===== src/rtl/inertial_integrator.sv =====
// inertial_integrator: gyro offset calibration, rate compensation and pitch integration.
// Latency 2 cycles in RUN. A sample is accepted every cycle; there is no backpressure.
// Optional accelerometer fusion is enabled by defining INERT_ACCEL_FUSION_EN.
module inertial_integrator #(
   parameter int                 CAL_LOG2    = 3,
   parameter logic signed [15:0] AZ_OFFSET   = 16'sh00A0,
   parameter logic signed [9:0]  FUDGE       = 10'sd327,
   parameter logic signed [26:0] FUSION_STEP = 27'sd1024
) (
   input  logic               clk,
   input  logic               rst,
   input  logic               smpl_vld,
   input  logic signed [15:0] ptch_rt_raw,
   input  logic signed [15:0] AZ,
   input  logic               recal,
   output logic               vld,
   output logic signed [15:0] ptch,
   output logic signed [15:0] ptch_rt
);

   localparam logic [0:0] CAL = 1'b0;
   localparam logic [0:0] RUN = 1'b1;
   localparam int ACC_W = 16 + CAL_LOG2;
   localparam logic signed [28:0] INT_MAX = 29'sd67108863;
   localparam logic signed [28:0] INT_MIN = -29'sd67108864;

   logic [0:0]              state;
   logic signed [ACC_W-1:0] cal_acc;
   logic signed [ACC_W-1:0] cal_acc_nxt;
   logic [CAL_LOG2-1:0]     cal_cnt;
   logic signed [15:0]      gyro_off;
   logic                    s1_vld;
   logic signed [15:0]      s1_rate;
   logic signed [26:0]      integ;
   logic signed [16:0]      rate_diff;
   logic signed [15:0]      rate_sat;
   logic signed [26:0]      fusion;
   logic signed [28:0]      integ_sum;
   logic signed [26:0]      integ_nxt;
   logic                    run_take;

   assign ptch     = integ[26:11];
   assign run_take = smpl_vld && !recal && (state == RUN);

   always_comb begin
      cal_acc_nxt = cal_acc + ACC_W'(ptch_rt_raw);
      rate_diff   = 17'(ptch_rt_raw) - 17'(gyro_off);
      if (rate_diff[16] != rate_diff[15])
         rate_sat = rate_diff[16] ? 16'sh8000 : 16'sh7FFF;
      else
         rate_sat = rate_diff[15:0];
      // Two guard bits so a single step can never wrap before the clamp sees it
      integ_sum = 29'(integ) - 29'(s1_rate) + 29'(fusion);
      if (integ_sum > INT_MAX)
         integ_nxt = INT_MAX[26:0];
      else if (integ_sum < INT_MIN)
         integ_nxt = INT_MIN[26:0];
      else
         integ_nxt = integ_sum[26:0];
   end

`ifdef INERT_ACCEL_FUSION_EN
   logic signed [15:0] az_diff;
   logic signed [25:0] accel_prod;
   logic signed [15:0] accel_nxt;
   logic signed [15:0] s1_accel;

   always_comb begin
      az_diff    = AZ - AZ_OFFSET;
      accel_prod = 26'(az_diff) * 26'(FUDGE);
      accel_nxt  = 16'(accel_prod >>> 13);
      fusion     = (s1_accel > ptch) ? FUSION_STEP : -FUSION_STEP;
   end

   always_ff @(posedge clk or posedge rst) begin
      if (rst)
         s1_accel <= '0;
      else if (recal)
         s1_accel <= '0;
      else if (run_take)
         s1_accel <= accel_nxt;
   end
`else
   logic unused_accel;
   assign unused_accel = ^{AZ, AZ_OFFSET, FUDGE, FUSION_STEP};
   assign fusion       = '0;
`endif

   always_ff @(posedge clk or posedge rst) begin
      if (rst) begin
         state    <= CAL;
         cal_acc  <= '0;
         cal_cnt  <= '0;
         gyro_off <= '0;
         s1_vld   <= 1'b0;
         s1_rate  <= '0;
         vld      <= 1'b0;
         integ    <= '0;
         ptch_rt  <= '0;
      end else if (recal) begin
         // Any sample presented alongside recal is discarded, in-flight work dropped
         state    <= CAL;
         cal_acc  <= '0;
         cal_cnt  <= '0;
         gyro_off <= '0;
         s1_vld   <= 1'b0;
         s1_rate  <= '0;
         vld      <= 1'b0;
         integ    <= '0;
         ptch_rt  <= '0;
      end else begin
         s1_vld <= 1'b0;
         vld    <= s1_vld;
         if (smpl_vld && state == CAL) begin
            cal_acc <= cal_acc_nxt;
            cal_cnt <= cal_cnt + 1'b1;
            if (cal_cnt == '1) begin
               gyro_off <= 16'(cal_acc_nxt >>> CAL_LOG2);
               state    <= RUN;
            end
         end
         if (run_take) begin
            s1_vld  <= 1'b1;
            s1_rate <= rate_sat;
         end
         if (s1_vld) begin
            integ   <= integ_nxt;
            ptch_rt <= s1_rate;
         end
      end
   end

endmodule

===== config.mk =====
export PLATFORM = sky130hd
export DESIGN_NAME = inertial_integrator
export DESIGN_NICKNAME = d
export VERILOG_FILES = /design/src/rtl/inertial_integrator.sv
export SDC_FILE = /design/constraint.sdc
export NUM_CORES = 1
export LEC_CHECK = 0
export ABC_AREA = 1
export CAP_MARGIN = 20
export CORE_MARGIN = 10
export CORE_UTILIZATION = 54
export CTS_CLUSTER_SIZE = 12
export DETAILED_ROUTE_END_ITERATION = 10
export GPL_TIMING_DRIVEN = 0
export PLACE_DENSITY_LB_ADDON = 0.15
export RECOVER_POWER = 25
export SYNTH_ARGS = -nofsm -noshare
export SYNTH_HDL_FRONTEND = slang
export SYNTH_SLANG_ARGS = --single-unit
export TNS_END_PERCENT = 20

===== constraint.sdc =====
create_clock -name clk -period 3.7 [get_ports clk]
set_input_delay 1.11 -clock clk [delete_from_list [all_inputs] [get_ports clk]]
set_output_delay 1.11 -clock clk [all_outputs]
set_load 0.05 [all_outputs]

==> qor.log, run 1 <==
qor: outcome.outcome completed
qor: die.number_of_top_level_pins 69
qor: cts.clock_tree.buffer_depth 2
qor: logic_synthesis.syn-num-nets 1238
qor: hold_path.worst_hold_path_type flip-flop to flip-flop
qor: global_route.grt_max_degree 40
qor: timing.finalSetupViolCount 0
qor: critical_path.worst-path-buf-inv 2
qor: logic_synthesis.avgSynthCellArea 6.92 µm²
qor: logic_synthesis.synth-seq-cells 100
qor: logic_synthesis.ys_async_sr_fraction 100%
qor: logic_synthesis.synth_area 7870 µm²
qor: cts.worstSkewPairLatency 0.36 ns
qor: placed_design.place.detailed.hpwl 16.4 mm
qor: die.fp-row-count 44
qor: cts.clk_root_buffer_cell sky130_fd_sc_hd__clkbuf_16
qor: critical_path.worstPathCellList clkdlybuf4s50_1, ha_1, nand2_1, o21ai_0, inv_1, o21ai_0, nand4_1, nand3b_1, nand3_1, o21ai_0
qor: timing.layout_min_cycle_time 3.46 ns
qor: logic_synthesis.yosys_most_used_dff sky130_fd_sc_hd__dfrtp_1
qor: routing.detail_route.wl_per_cell 14.7 µm
qor: critical_path.cp-end-kind flip-flop
qor: cells_and_area.post_route_cells_drive_above_1_share 7.05%
qor: logic_synthesis.synth.yosys.warnings 0
qor: die.floorplan.initialDensity 54.5%
qor: global_route.antenna_found_initial 0
qor: cts.ctsHoldBuffers 0
qor: timing.max_freq 289 MHz
qor: critical_path.slowest_delay 0.55 ns
qor: global_route.grt_pass1_vias 7180
qor: routing.detailroute.via_count 7333
qor: cts.cts-buffers-inserted 9
qor: cts.post_cts.resized_instances 0
qor: die.floorplan.die_area 19800 µm²
qor: hold_path.hp-start ptch_rt[12]
qor: placed_design.gpl.final_weighted_congestion 0.999
qor: timing.final.setup.worst_slack 0.244 ns
qor: timing.hold_violations 0
qor: critical_path.worstSetupStartpointType input port
qor: timing.worst_hold_slack 0.481 ns
qor: cts.clkTransAtPathRegs 0.07 ns
qor: timing.slew_headroom 19.0%
qor: flow_run.maxCapViolCount 0
qor: routing.post-route-drc-count 0
qor: die.floorplan.die.width 141 µm
qor: cells_and_area.final_nets 1303
qor: routing.drt.antenna.violating_nets 0
qor: cells_and_area.antenna_cells_inserted 0
qor: cells_and_area.final_core_util 62.0%
qor: critical_path.worst-endpoint-required 3.97 ns
qor: hold_path.holdPathStages 2
qor: die.die-height 141 µm
qor: cts.cts.sink_count 100
qor: timing.layout_worst_path_cycle_share 93.4%
qor: routing.routed_wirelength 20.5 mm
qor: critical_path.timing_worst_setup_path_type input port to flip-flop
qor: logic_synthesis.syn_inst 1136
qor: critical_path.cp_data_arrival_time 3.73 ns
qor: placed_design.buffer_ports.inserted 52
qor: cts.postCtsSetupBuffers 0
qor: global_route.grt_pass1_wl 34.3 mm
qor: critical_path.critPathMostFrequentCell sky130_fd_sc_hd__o21ai_0
qor: critical_path.rrSetupSlack 0.95 ns
qor: logic_synthesis.number_of_flops_mapped_to_enable_cells_by_yosys 0
qor: global_route.grt_usage 20.9%
qor: placed_design.placedInstanceArea 8660 µm²
qor: timing.maxSlewViolCount 0
qor: placed_design.pre_cts_slack -0.0800 ns
qor: timing.worst_slew_pin_slew 1.21 ns
qor: power.leakagePower 0.00486 µW
qor: global_route.global_route.overflow_total 0
qor: cells_and_area.area_growth 13.8%
qor: logic_synthesis.ys_seq_area_share 31.8%
qor: power.power.ir.vdd_worst 0.247 mV
qor: critical_path.rr_startpoint s1_rate[15]
qor: critical_path.largest_driver_fanout_on_the_critical_path 4
qor: timing.grt_setup_unrepaired false
qor: critical_path.path_delay_family compound AO/OA/AOI/OAI gates
qor: cells_and_area.fill_cells 1319
qor: critical_path.timing.reg2reg.worst_path_depth 14
qor: die.core_ar 14400 µm²
qor: critical_path.crit_slowest_cell sky130_fd_sc_hd__clkdlybuf4s50_1
qor: cells_and_area.finalInstanceArea 8950 µm²
qor: routing.drtIter0Drc 422
qor: critical_path.worstReg2RegEnd integ[3]
qor: routing.viasPerCell 5.28
qor: cts.cts_tree yes
qor: cts.cts.htree.levels 3
qor: routing.drt-pass1-iter-count 5
qor: hold_path.timing.hold.worst_endpoint ptch_rt[12]
qor: power.power_density 397 nW/µm²
qor: logic_synthesis.synth_cell_type_count 37
qor: timing.clock-skew-final 0.00774 ns
[layout make-up]
| type | instances | area (µm²) | area share (%) |
|---|---|---|---|
| clock buffers | 10 | 239 | 2.67 |
| plain buffers | 36 | 225 | 2.52 |
| multi-input cells | 860 | 4610 | 51.5 |
| inverters | 140 | 527 | 5.89 |
| clock inverters | 6 | 68.8 | 0.769 |
| flip-flops and latches | 100 | 2500 | 28.0 |
| well taps | 184 | 230 | 2.57 |
| repair buffers | 54 | 546 | 6.10 |
[layout by cell type, fill, tap and decap left out, drive strengths merged]
cell,n
nand2,413
inv,142
dfrtp,100
o21ai,80
nand3,70
a21oi,69
nor2,65
ha,63
clkdlybuf4s50,50
clkbuf,25
nand4,23
buf,23
xnor2,15
xor2,15
o21bai,10
nand3b,6
nor3,6
a21o,5
or2,5
nor4,3
and2,3
fa,3
a21boi,2
clkinv,2
dlygate4sd3,2
o21a,1
a31oi,1
mux2i,1
a22o,1
clkinvlp,1
bufinv,1
[per-layer routing]
| layer | part of all wire [%] | GRT usage (%) |
|---|---|---|
| met5 | 0 | 0 |
| met4 | 3.1 | 8.86 |
| met3 | 4.0 | 2.72 |
| met2 | 50 | 37.2 |
| met1 | 43 | 24.7 |
[flip-flops by register name, summed over array words and instances (netlist names)]
register and cells:
cal_acc 19, cal_cnt 3, gyro_off 16, integ 27, ptch_rt 16, s1_rate 16, s1_vld 1, state 1
vld 1
[through the flow]
step	cells	TNS [ns]	power [µW]
2_1_floorplan	1136	0	2260
3_3_place_gp	1372	-0.301	2540
3_5_place_dp	1374	-0.835	2560
4_1_cts	1390	0	3570
5_1_grt	1390	0	3810
6_report	1390	0	3550
[worst reg2reg max path, cell delays in order (launching register included)]
cell and delay [ns]:
sky130_fd_sc_hd__dfrtp_1 0.37, sky130_fd_sc_hd__inv_1 0.36, sky130_fd_sc_hd__ha_1 0.39, sky130_fd_sc_hd__a21oi_1 0.24, sky130_fd_sc_hd__nand2_1 0.13, sky130_fd_sc_hd__nand3_1 0.08, sky130_fd_sc_hd__nand2_1 0.05, sky130_fd_sc_hd__nor2_1 0.23
sky130_fd_sc_hd__nand3_1 0.17, sky130_fd_sc_hd__nand2_4 0.13, sky130_fd_sc_hd__nor2_4 0.06, sky130_fd_sc_hd__nor2_8 0.18, sky130_fd_sc_hd__buf_8 0.19, sky130_fd_sc_hd__nand2_1 0.06, sky130_fd_sc_hd__nand2_1 0.06
[power breakdown]
part           total, µW  internal (µW)  switching, µW
clock network       1000            551            454
registers           1250           1190           56.8
logic               1300            480            819
total               3550           2220           1330
[Yosys cell counts, types with 2 or more instances]
cell type                  instances  area, µm²
sky130_fd_sc_hd__buf_4            21        158
sky130_fd_sc_hd__nor3_1            4       20.0
sky130_fd_sc_hd__nand3b_1          6       45.0
sky130_fd_sc_hd__o21ai_0          80        400
sky130_fd_sc_hd__a21oi_1          68        340
sky130_fd_sc_hd__or2_2             5       31.3
sky130_fd_sc_hd__xnor2_1          15        131
sky130_fd_sc_hd__nand3_1          66        330
sky130_fd_sc_hd__o21bai_1         10       75.1
sky130_fd_sc_hd__nand2_2          17        106
sky130_fd_sc_hd__nand2_1         395       1480
sky130_fd_sc_hd__nand4_1          23        144
sky130_fd_sc_hd__a21boi_0          2       15.0
sky130_fd_sc_hd__xor2_1           15        131
sky130_fd_sc_hd__nand3_2           3       30.0
sky130_fd_sc_hd__inv_2             6       22.5
sky130_fd_sc_hd__ha_1             63        788
sky130_fd_sc_hd__fa_1              3       60.1
sky130_fd_sc_hd__and2_1            3       18.8
sky130_fd_sc_hd__clkbuf_1         14       52.6
sky130_fd_sc_hd__nor2_4            6       67.6
sky130_fd_sc_hd__nor4_1            3       18.8
sky130_fd_sc_hd__nor2_1           57        214
sky130_fd_sc_hd__nor3_2            2       20.0
sky130_fd_sc_hd__inv_1           134        503
sky130_fd_sc_hd__a21o_1            5       37.5
sky130_fd_sc_hd__dfrtp_1         100       2500
[cell families after synthesis]
family	share of synthesized area (%)
mux	0.127
flops	31.8
xor+xnor	3.34
fa+ha+maj	10.8
simple gates	32.9
compound gates	11.5
buf+inv	9.54
[worst max path at each step]
stage | startpoint | to | cells after the start
global route | ptch_rt_raw[0] | s1_rate[9] | 18
global placement | ptch_rt_raw[0] | s1_rate[12] | 18
floorplan | ptch_rt_raw[0] | s1_rate[10] | 17
detailed placement | ptch_rt_raw[0] | s1_rate[8] | 18
finish | ptch_rt_raw[1] | gyro_off[10] | 10
CTS | ptch_rt_raw[0] | s1_rate[8] | 18
Power figures use the tool's default switching activity.
==> run 2, diff against run 1 <==
==> constraint.sdc (replaced) <==
create_clock -name clk -period 3.7 [get_ports clk]
set_input_delay 0.925 -clock clk [delete_from_list [all_inputs] [get_ports clk]]
set_output_delay 0.925 -clock clk [all_outputs]
set_load 0.05 [all_outputs]
==> qor.log, run 2 (synthesized netlist as in run 1, its figures left out) <==
qor: cells_and_area.antenna_cells_inserted 0 [unchanged]
qor: die.core_ar 14400 µm² [unchanged]
qor: critical_path.critPathMostFrequentCell sky130_fd_sc_hd__o21ai_0
qor: cells_and_area.area_growth 13.8% [about the same]
qor: die.fp-row-count 44 [unchanged]
qor: critical_path.worst-endpoint-required 3.98 ns [about the same]
qor: power.leakagePower 0.00486 µW [about the same]
qor: placed_design.buffer_ports.inserted 52 [unchanged]
qor: cells_and_area.max_ffs_per_register 27 [unchanged]
qor: cells_and_area.post_route_cells_drive_above_1_share 6.89% [-0.16 points]
qor: cts.cts-buffers-inserted 9 [unchanged]
qor: critical_path.path_delay_family compound AO/OA/AOI/OAI gates
qor: timing.slew_headroom -36.0% [-55 points]
qor: outcome.violations_in_the_final_reports max-capacitance violations, max-slew violations
qor: global_route.globalRouteMet1Util 24.6% [-0.10 points]
qor: timing.maxSlewViolCount 49 [+49]
qor: power.power.ir.vdd_worst 0.276 mV [+12%]
qor: cells_and_area.max_flop_register integ
qor: cells_and_area.largestRegisters integ (27), cal_acc (19)
qor: placed_design.pre_cts_slack 0.0581 ns [+0.138 ns]
qor: global_route.grt_usage 21.2% [+0.32 points]
qor: routing.drt.antenna.violating_nets 0 [unchanged]
qor: critical_path.crit_path_start ptch_rt_raw[1]
qor: global_route.grt_max_degree 53 [+33%]
qor: timing.clock-skew-final 0.00758 ns [-0.000157 ns]
qor: timing.setup_tns 0 ns [unchanged]
qor: critical_path.critical_path_depth 10 [unchanged]
qor: cells_and_area.final_common_cell sky130_fd_sc_hd__nand2_1
qor: timing.finalSetupViolCount 0 [unchanged]
qor: cts.clk_root_buffer_cell sky130_fd_sc_hd__clkbuf_16
qor: timing.worst_hold_slack 0.483 ns [+0.00171 ns]
qor: placed_design.place.detailed.hpwl 16.7 mm [+1.4%]
qor: timing.layout_min_cycle_time 3.30 ns [-0.157 ns]
qor: cts.clock_tree.buffer_depth 2 [unchanged]
qor: routing.detailroute.via_count 7322 [-0.15%]
qor: critical_path.worstPathCellList clkdlybuf4s50_1, ha_1, nand2_1, o21ai_0, inv_1, o21ai_0, nand4_1, nand3b_1, nand3_1, o21ai_0
qor: placed_design.numPlacedInstances 1373 [-0.073%]
qor: critical_path.cp_data_arrival_time 3.58 ns [-0.15 ns]
qor: critical_path.cp-end-kind flip-flop
qor: routing.post-route-drc-count 0 [unchanged]
qor: cts.cts.htree.levels 3 [unchanged]
qor: critical_path.timing.reg2reg.worst_path_depth 14 [unchanged]
qor: global_route.global_route_hottest_layer met2
qor: global_route.grt_pass1_wl 34.4 mm [+0.36%]
qor: critical_path.worst-path-buf-inv 2 [unchanged]
qor: timing.grt_setup_unrepaired false
qor: critical_path.crit_slowest_cell sky130_fd_sc_hd__clkdlybuf4s50_1
qor: cts.worstSkewPairLatency 0.36 ns [about the same]
qor: placed_design.gpl.final_weighted_congestion 0.973 [-2.6%]
qor: global_route.global_route.overflow_total 0 [unchanged]
qor: flow_run.maxCapViolCount 1 [+1]
qor: global_route.global_route.usage.met3 3.96% [+1.2 points]
qor: cells_and_area.fill_cells 1382 [+4.8%]
qor: cells_and_area.final_nets 1302 [-0.077%]
qor: critical_path.worstSetupStartpointType input port
qor: die.floorplan.die.width 141 µm [unchanged]
qor: timing.layout_worst_path_cycle_share 89.2% [-4.2 points]
qor: hold_path.worst_hold_path_type flip-flop to flip-flop
qor: critical_path.timing_worst_setup_path_type input port to flip-flop
qor: cts.clkTransAtPathRegs 0.08 ns [about the same]
qor: global_route.antenna_found_initial 0 [unchanged]
qor: critical_path.largest_driver_fanout_on_the_critical_path 4 [unchanged]
qor: cts.post_cts.resized_instances 0 [unchanged]
qor: die.number_of_top_level_pins 69 [unchanged]
qor: routing.viasPerCell 5.27 [about the same]
qor: critical_path.rr_startpoint s1_rate[15]
qor: routing.detail_route.wl_per_cell 14.9 µm [+1.1%]
qor: timing.worst_slew_pin_slew 2.04 ns [+0.830 ns]
qor: cts.ctsHoldBuffers 0 [unchanged]
qor: die.floorplan.initialDensity 54.5% [unchanged]
qor: outcome.outcome finished, violations left
qor: die.die-height 141 µm [unchanged]
qor: cells_and_area.most-common-layout-cells sky130_fd_sc_hd__nand2_1 (395), sky130_fd_sc_hd__inv_1 (134), sky130_fd_sc_hd__dfrtp_1 (100), sky130_fd_sc_hd__o21ai_0 (80), sky130_fd_sc_hd__a21oi_1 (68)
qor: global_route.grt_pass1_vias 7203 [+0.32%]
qor: timing.final.setup.worst_slack 0.400 ns [+0.157 ns]
qor: routing.routed_wirelength 20.7 mm [+1.1%]
qor: cts.cts.sink_count 100 [unchanged]
qor: global_route.met2_usage 38.1% [+0.89 points]
qor: critical_path.slowest_delay 0.55 ns [about the same]
qor: routing.drt-pass1-iter-count 5 [unchanged]
qor: cells_and_area.layoutNonFillerInstCount 1389 [-0.072%]
qor: die.floorplan.die_area 19800 µm² [unchanged]
qor: cts.postCtsSetupBuffers 0 [unchanged]
qor: critical_path.crit_end cal_acc[13]
qor: cts.cts_tree yes
qor: critical_path.worstReg2RegEnd integ[7]
qor: critical_path.rrSetupSlack 0.94 ns [about the same]
qor: timing.max_freq 303 MHz [+4.8%]
qor: routing.drtIter0Drc 389 [-7.8%]
qor: power.power_density 399 nW/µm² [+0.50%]
qor: timing.hold_violations 0 [unchanged]
[run 2: cell type report]
cell class,instances,area [µm²],share of cell area (%)
Clock buffer,9,225,2.52
Buffer,36,225,2.52
Inverter,140,526,5.87
Sequential cell,100,2500,28.0
Multi-Input combinational cell,860,4610,51.5
Timing Repair Buffer,53,548,6.12
Tap cell,184,230,2.57
Clock inverter,7,82.6,0.923
[run 2: worst min-delay path: cells and delay by family (launching register included)]
family	cells	cell delay (ns)
DFF	1	0.35
and+or+nand+nor	2	0.10
[run 2: where the power goes]
part / switching [µW] / total [µW] / internal [µW] / leakage, µW
clock: 479 / 1020 / 537 / 0.000150
sequential: 57.2 / 1250 / 1190 / 0.00136
combinational: 824 / 1300 / 481 / 0.00335
total: 1360 / 3570 / 2210 / 0.00486
[run 2: layer usage]
| layer | part of all wire (%) | routed length, µm |
|---|---|---|
| met1 | 43 | 8970 |
| met2 | 50 | 10400 |
| met3 | 3.6 | 745 |
| met4 | 2.9 | 591 |
| met5 | 0 | 0 |
[run 2: stage by stage]
stage	area, µm²	total power, µW	utilization (%)
finish	8950	3570	62.1
global route	8950	3820	62.1
CTS	8950	3600	62.1
detailed placement	8650	2570	59.9
global placement	8620	2540	59.7
floorplan	7870	2260	-
[run 2: worst min-delay path by stage]
stage / start / endpoint / slack [ns] / cells past startpoint
floorplan: cal_acc[0] / cal_acc[0] / 0.45 / 2
global placement: cal_acc[0] / cal_acc[0] / 0.46 / 2
detailed placement: s1_rate[8] / s1_rate[8] / 0.47 / 2
CTS: s1_rate[8] / s1_rate[8] / 0.49 / 2
global route: ptch_rt[6] / ptch_rt[6] / 0.50 / 2
finish: s1_rate[8] / s1_rate[8] / 0.48 / 2
